--- src/rtl/onehot_dec_pkg.sv ---
// Shared widths, FSM state encodings and the one-hot decode helper for onehot_decoder_seq.
// Declarations only: no logic, no latency, no flow control.
package onehot_dec_pkg;

  localparam int IN_W_DEF  = 3;
  localparam int OUT_W     = 2**IN_W_DEF;
  localparam int DEPTH_DEF = 4;
  localparam int PTR_W     = $clog2(DEPTH_DEF) + 1;

  typedef logic [1:0] state_t;

  localparam state_t ST_IDLE = 2'd0;
  localparam state_t ST_HOLD = 2'd1;
  localparam state_t ST_GAP  = 2'd2;

  function automatic logic [OUT_W-1:0] decode(input logic [IN_W_DEF-1:0] code);
    return OUT_W'(1) << code;
  endfunction

endpackage

--- src/rtl/sync_fifo_ptr.sv ---
// Circular-buffer FIFO with wrap-bit pointers; head is readable combinationally (zero latency).
// full/empty/level come from registered pointers; caller never pushes when full or pops when empty.
module sync_fifo_ptr #(
  parameter int DEPTH = 4,
  parameter int W     = 3
) (
  input  logic                    clk,
  input  logic                    rst_n,
  input  logic                    push_i,
  input  logic [W-1:0]            din_i,
  input  logic                    pop_i,
  output logic [W-1:0]            dout_o,
  output logic                    full_o,
  output logic                    empty_o,
  output logic [$clog2(DEPTH):0]  level_o
);

  localparam int AW = $clog2(DEPTH);

  logic [AW:0]  wr_ptr_q, wr_ptr_d;
  logic [AW:0]  rd_ptr_q, rd_ptr_d;
  logic [W-1:0] mem_q [DEPTH];

  always_comb begin
    wr_ptr_d = wr_ptr_q;
    rd_ptr_d = rd_ptr_q;
    if (push_i) wr_ptr_d = wr_ptr_q + (AW+1)'(1);
    if (pop_i)  rd_ptr_d = rd_ptr_q + (AW+1)'(1);
  end

  always_ff @(posedge clk or negedge rst_n) begin
    if (!rst_n) begin
      wr_ptr_q <= '0;
      rd_ptr_q <= '0;
    end else begin
      wr_ptr_q <= wr_ptr_d;
      rd_ptr_q <= rd_ptr_d;
    end
  end

  // Storage needs no reset: an entry is only read after it has been written.
  always_ff @(posedge clk) begin
    if (push_i) mem_q[wr_ptr_q[AW-1:0]] <= din_i;
  end

  assign dout_o  = mem_q[rd_ptr_q[AW-1:0]];
  assign empty_o = (wr_ptr_q == rd_ptr_q);
  assign full_o  = (wr_ptr_q[AW] != rd_ptr_q[AW]) && (wr_ptr_q[AW-1:0] == rd_ptr_q[AW-1:0]);
  assign level_o = wr_ptr_q - rd_ptr_q;

endmodule

--- src/rtl/onehot_decoder_seq.sv ---
// Buffers binary codes and plays each back as a one-hot word held HOLD_CYCLES cycles; first word 1 cycle after accept.
// code_ready_o drops while the FIFO is full; ONEHOT_DECODER_GAP_EN inserts one idle cycle between words.
module onehot_decoder_seq
  import onehot_dec_pkg::*;
#(
  parameter int IN_W        = IN_W_DEF,
  parameter int DEPTH       = DEPTH_DEF,
  parameter int HOLD_CYCLES = 4
) (
  input  logic                    clk,
  input  logic                    rst_n,
  input  logic [IN_W-1:0]         code_i,
  input  logic                    code_valid_i,
  output logic                    code_ready_o,
  output logic [2**IN_W-1:0]      q_o,
  output logic                    q_valid_o,
  output logic                    busy_o,
  output logic [$clog2(DEPTH):0]  level_o
);

  localparam int Q_W   = 2**IN_W;
  localparam int CNT_W = (HOLD_CYCLES > 1) ? $clog2(HOLD_CYCLES) : 1;
  localparam int LVL_W = (DEPTH == DEPTH_DEF) ? PTR_W : $clog2(DEPTH) + 1;
  localparam logic [CNT_W-1:0] HOLD_LD = CNT_W'(HOLD_CYCLES - 1);

  state_t           state_q, state_d;
  logic [CNT_W-1:0] cnt_q, cnt_d;
  logic [Q_W-1:0]   q_q, q_d;
  logic             q_vld_q, q_vld_d;

  logic             push, load;
  logic             fifo_full, fifo_empty;
  logic [IN_W-1:0]  head;
  logic [LVL_W-1:0] fifo_lvl;
  logic [Q_W-1:0]   dec_word;

  assign push = code_valid_i & ~fifo_full;

  sync_fifo_ptr #(
    .DEPTH (DEPTH),
    .W     (IN_W)
  ) u_fifo (
    .clk     (clk),
    .rst_n   (rst_n),
    .push_i  (push),
    .din_i   (code_i),
    .pop_i   (load),
    .dout_o  (head),
    .full_o  (fifo_full),
    .empty_o (fifo_empty),
    .level_o (fifo_lvl)
  );

  // The shared helper is sized for the default code width; other widths shift directly.
  if (IN_W == IN_W_DEF) begin : g_pkg_dec
    assign dec_word = decode(head);
  end else begin : g_gen_dec
    assign dec_word = Q_W'(1) << head;
  end

  always_comb begin
    state_d = state_q;
    cnt_d   = cnt_q;
    q_d     = q_q;
    q_vld_d = q_vld_q;
    load    = 1'b0;
    case (state_q)
      ST_HOLD: begin
        if (cnt_q != '0) begin
          cnt_d = cnt_q - CNT_W'(1);
        end
`ifdef ONEHOT_DECODER_GAP_EN
        else begin
          state_d = ST_GAP;
          q_d     = '0;
          q_vld_d = 1'b0;
        end
`else
        else if (!fifo_empty) begin
          load = 1'b1;
        end else begin
          state_d = ST_IDLE;
          q_d     = '0;
          q_vld_d = 1'b0;
        end
`endif
      end
      // IDLE and GAP both take the fetch decision; unused encodings recover here too.
      default: begin
        if (!fifo_empty) begin
          load = 1'b1;
        end else begin
          state_d = ST_IDLE;
          q_d     = '0;
          q_vld_d = 1'b0;
        end
      end
    endcase
    if (load) begin
      state_d = ST_HOLD;
      cnt_d   = HOLD_LD;
      q_d     = dec_word;
      q_vld_d = 1'b1;
    end
  end

  always_ff @(posedge clk or negedge rst_n) begin
    if (!rst_n) begin
      state_q <= ST_IDLE;
      cnt_q   <= '0;
      q_q     <= '0;
      q_vld_q <= 1'b0;
    end else begin
      state_q <= state_d;
      cnt_q   <= cnt_d;
      q_q     <= q_d;
      q_vld_q <= q_vld_d;
    end
  end

  assign code_ready_o = ~fifo_full;
  assign q_o          = q_q;
  assign q_valid_o    = q_vld_q;
  assign busy_o       = ~fifo_empty | (state_q != ST_IDLE);
  assign level_o      = fifo_lvl;

  a_onehot_when_valid: assert property (@(posedge clk) disable iff (!rst_n)
    q_valid_o |-> $onehot(q_o));
  a_zero_when_idle: assert property (@(posedge clk) disable iff (!rst_n)
    !q_valid_o |-> (q_o == '0));
  a_no_pop_empty: assert property (@(posedge clk) disable iff (!rst_n)
    load |-> !fifo_empty);
  a_level_bound: assert property (@(posedge clk) disable iff (!rst_n)
    32'(level_o) <= DEPTH);

endmodule

--- config.mk ---
export PLATFORM = sky130hd
export DESIGN_NAME = onehot_decoder_seq
export DESIGN_NICKNAME = d
export VERILOG_FILES = /design/src/rtl/onehot_dec_pkg.sv /design/src/rtl/sync_fifo_ptr.sv /design/src/rtl/onehot_decoder_seq.sv
export SDC_FILE = /design/constraint.sdc
export NUM_CORES = 1
export LEC_CHECK = 0
export BUFFER_PORTS_ARGS = -buffer_cell sky130_fd_sc_hd__buf_2
export CORE_ASPECT_RATIO = 1.2
export CORE_UTILIZATION = 35
export DETAILED_ROUTE_END_ITERATION = 8
export PLACE_DENSITY_LB_ADDON = 0.3
export SLEW_MARGIN = 20
export SYNTH_ARGS = -nofsm -noshare
export SYNTH_HDL_FRONTEND = slang
export SYNTH_SLANG_ARGS = --single-unit
--- constraint.sdc ---
create_clock -name clk -period 2.1 [get_ports clk]
set_input_delay 0.42 -clock clk [delete_from_list [all_inputs] [get_ports clk]]
set_output_delay 0.42 -clock clk [all_outputs]
set_load 0.02 [all_outputs]
Yosys cells after proc, flatten, opt, wreduce, memory -nomap -nowiden
Memory sizes are Yosys's and may differ from the RTL's.
Index checks and enable logic that the tools add are counted.

storage, ports and cells
  latch bits = 0
  word-level logic and storage cells = 47
  ROM bits = 0
  bits in registers = 19
  memories kept = 1
  input port bits = 6
  bits in writable memories = 12

cells by class
  add/sub/neg operators = 4
  multiplexer cells = 20
  $lt $le $gt $ge = 0
  eq/ne operators = 5
  div/mod/pow operators = 0
  multipliers = 0
  shifts and indexed selects = 1
  bitwise operators = 4
  reduce and logical (&&, ||, !) cells = 6

memories
  memory        words  bits a word  read ports  clocked after Yosys merged registers in  wr ports  RTL line             source
  u_fifo.mem_q  4      3            1           0                                        1         sync_fifo_ptr.sv:22  logic [W-1:0] mem_q [DEPTH];

operators by type and width
  kind                                               number
  2-to-1 mux 8 bit                                   4
  2-to-1 mux 2 bit                                   7
  2-to-1 mux 1 bit                                   9
  nonzero test 2 bit                                 4
  << shifter 1 x 3 -> 8 bit (first input constant)   1
  adder 3 x 1 -> 3 bit (second input constant)       2
  == test 3 bit                                      1
  inequality test 3 bit (second input constant)      1
  subtractor 3 bit                                   1
  == test 2 x 1 -> 1 bit (second input constant)     1
  == test 2 bit                                      1
  NOT 1 bit                                          2
  AND reduction 2 bit                                1
  subtractor 2 x 1 -> 2 bit (second input constant)  1
  bitwise AND 1 bit                                  1
  logical AND 1 bit                                  1
  inequality test 1 bit                              1
  bitwise OR 1 bit                                   1

Depth between registers and ports, before layout
  word-level depth = 6
  gate-level depth with buffers = 6
  gate-level depth less buffers = 5

Hierarchy
From an unflattened synthesis, not the netlist that was laid out.

second synthesis, totals
  cell total of the unflattened synthesis = 97
  area total of the unflattened synthesis = 1352.5 µm²

by module, submodules not included
  module              cells each  times used  area each (µm²)
  sync_fifo_ptr       52          1           828.3
  onehot_decoder_seq  45          1           524.3

Worst setup path before layout
OpenSTA, ideal clock, no wires.

  path type = reg2out
  start point = register u_fifo.rd_ptr_q[0]
  end point = output level_o[2]
  arrival = 1.447 ns
  setup slack = 0.233 ns
  stages on the path, launching flop included = 4
  cells stage by stage = dfrtp_1 ha_1 fa_1 xnor2_1

on the way
  cells in the longest elaborated chain, start to end = 1

ends and longest elaborated chain
  what                    RTL line                  source
  from (decl)             sync_fifo_ptr.sv:21       logic [AW:0] rd_ptr_q, rd_ptr_d;
  from (signal assigned)  sync_fifo_ptr.sv:37       rd_ptr_q <= rd_ptr_d;
  subtractor 3 bit        sync_fifo_ptr.sv:49       assign level_o = wr_ptr_q - rd_ptr_q;
  to (decl)               onehot_decoder_seq.sv:18  output logic [$clog2(DEPTH):0] level_o

No other way between the ends.

Worst setup path in the final report
  start point = register u_fifo.wr_ptr_q[0]
  end point = output level_o[2]

on the way
  cells in the longest elaborated chain, start to end = 1

ends and longest elaborated chain
  what                    RTL line             source
  from (decl)             sync_fifo_ptr.sv:20  logic [AW:0] wr_ptr_q, wr_ptr_d;
  from (signal assigned)  sync_fifo_ptr.sv:36  wr_ptr_q <= wr_ptr_d;
  subtractor 3 bit        sync_fifo_ptr.sv:49

No other way between the ends.

==> impl_metrics.json <==
{
  "gp_congestion": 0.807,
  "grt_pass1_vias": 858,
  "dp.cells": 167,
  "ys_async_sr_fraction_pct": 60.0,
  "synth_common_cells": "dfrtp_1 (18), edfxtp_1 (12), inv_1 (10)",
  "maxCapViolCount": 0,
  "drt_pre_antenna_iters": 4,
  "period_share_pct": 97.0,
  "slew_viol_final": 0,
  "synth_warnings": 0,
  "ir_drop_v": 0.000764,
  "max_stage_delay_ps": 380,
  "design_area_mm2": 0.00167,
  "syn_avg_cell_area_um2": 14.6,
  "setup_viol": 0,
  "fin_ws_ps": 63.1,
  "status": "complete, no violations",
  "dp_hpwl_um": 1830,
  "period_minus_slack_ps": 2040,
  "port-buffer-count": 19,
  "cts_tree": "done",
  "skew_ps": 5.28,
  "ctsHoldBuffers": 0,
  "hold_slack_ps": 72.6,
  "antenna_found_initial": 0,
  "wl_per_cell_um": 13.5,
  "clk-insertion-delay-late_ps": 270,
  "cp.arrival_ps": 1620,
  "yosys_most_used_dff": "dfrtp_1",
  "ctsRootBufferMaster": "clkbuf_8",
  "viasPerCell": 4.66,
  "max_freq_mhz": 491,
  "num_antenna_cells": 0,
  "pin_count": 20,
  "fin_total_pwr_mw": 2.77,
  "final_util_pct": 45.6,
  "clk_path_buf_depth": 2,
  "ant_nets": 0,
  "dp_slack_ps": 238,
  "r2r_cells": 5,
  "clk_pin_slew_ps": 60,
  "cp_cell_sequence": "inv_2 > ha_4 > fa_1 > xnor2_1 > buf_2",
  "fin_cells": 177,
  "crit_fanout": 4,
  "fp.coreArea_mm2": 0.00366,
  "r2r-end": "u_fifo.mem_q[2][2]",
  "die_w_um": 58.9,
  "numCtsBuffers": 5,
  "slowest_stage": "dfrtp_1",
  "nNetsFinal": 139,
  "synth.top_cell.area_share_pct": 33.1,
  "syn_nets": 108,
  "yosysMostFrequentCell": "dfrtp_1",
  "cts_sinks": 30,
  "grt.total_usage_pct": 13.6,
  "worst_pin_slew_ps": 521,
  "drcViolationCount": 0,
  "fp.dieH_um": 70.3,
  "p_leak_nw": 0.724,
  "drt-initial-drc-count": 33,
  "cp.required_ps": 1680,
  "synth-seq-cells": 30,
  "vias": 824,
  "grt_overflow": 0,
  "synth-edff-count": 12,
  "r2r_slack_ps": 340,
  "rows": 24,
  "setup_tns_ps": 0,
  "syn-cell-area_mm2": 0.00136,
  "initial_core_util_pct": 37.2,
  "drive_gt1_share_pct": 33.6,
  "max_slew_margin_pct": 65.2,
  "routed_wl_um": 2390,
  "grt_pass1_wl_um": 4010,
  "syn_to_final_growth_pct": 22.7,
  "synthTopCellsByArea": "dfrtp_1 (33%), edfxtp_1 (26%), ha_1 (7.4%)",
  "hold_viol_final": 0,
  "holdCritPathClass": "input port to async pin",
  "path_class": "flop to output pin",
  "cp-start-kind": "flop",
  "netlist_instances": 93,
  "cts_max_level": 2,
  "ys_types": 26,
  "worstReg2RegStart": "u_fifo.wr_ptr_q[0]",
  "synth_largest_area_cell": "dfrtp_1",
  "grt_max_degree": 19,
  "power.density_mw_per_mm2": 1660,
  "postPlaceCellArea_mm2": 0.00155,
  "endpoint_kind": "output pin",
  "die-area_mm2": 0.00414,
  "seq_area_frac_synth_pct": 59.6
}
[worst max-delay path: cells and delay by family, from the launching register on]
kind | cells | cell delay [ps]
XOR/XNOR | 1 | 160
adder cells (fa/ha/maj) | 2 | 540
buffers and inverters | 2 | 270
flip-flops | 1 | 380
[power by group]
group	switching (mW)	internal [mW]	leakage, nW
clock network	0.200	0.227	0.0426
registers	0.108	0.795	0.330
logic	0.830	0.613	0.352
total	1.14	1.64	0.724
[layout make-up]
class                   instances  area [um2]
flip-flops and latches         30         811
multi-input cells              52         536
repair buffers                 25         140
fillers                       345        1990
clock buffers                   6        72.6
clock inverters                 2        8.76
inverters                      10        37.5
well taps                      52        65.1
[per-layer routing]
metal | up-vias | wire length (um) | GRT usage (%)
li1 | 398 | - | -
met4 | 0 | 44 | 7.94
met1 | 401 | 966 | 14.6
met5 | - | 0 | 0
met2 | 21 | 1260 | 22.3
met3 | 4 | 112 | 5.00
[flip-flops by register name (all words and copies together), names as in the netlist]
register,count
u_fifo.mem_q,12
u_fifo.rd_ptr_q,3
q_o,8
u_fifo.wr_ptr_q,3
q_valid_o,1
state_q,1
cnt_q,2
[cells by family after synthesis]
family / Yosys count / share of synthesized area, %
xor gates and xnor gates: 7 / 4.50
DFF: 30 / 59.6
and+or+nand+nor: 14 / 5.33
AOI/OAI and AO/OA: 16 / 10.7
buffers and inverters: 11 / 3.12
muxes: 6 / 8.00
adders and majority gates: 9 / 8.82
[cell usage in the layout (no fill, tap or decap), types with 2 or more instances in the layout]
cell type / count
a32o_1: 4
and2_1: 3
buf_2: 19
buf_4: 6
clkbuf_8: 5
dfrtp_1: 18
edfxtp_1: 12
ha_1: 6
ha_4: 2
inv_1: 9
mux2_2: 3
mux4_1: 2
nand2_1: 5
o211ai_1: 3
o31ai_1: 4
xnor2_1: 6
[repair_timing]
item | 4_1_cts | 5_1_grt
cloned | 0 | 0
buffers inserted | 0 | 2
gates resized for setup | 3 | 1
setup endpoints to repair | 2 | 2
[worst max-delay path by stage]
stage,startpoint,endpoint,slack [ps],cells past startpoint
after floorplan,u_fifo.rd_ptr_q[0],level_o[2],230,3
after global placement,u_fifo.wr_ptr_q[0],busy_o,280,5
after detailed placement,u_fifo.wr_ptr_q[0],busy_o,240,5
after CTS,u_fifo.wr_ptr_q[0],level_o[2],30,5
after global routing,u_fifo.wr_ptr_q[1],level_o[2],-2,4
final,u_fifo.wr_ptr_q[0],level_o[2],60,5
Note: power is estimated with default switching activity, not from simulation.
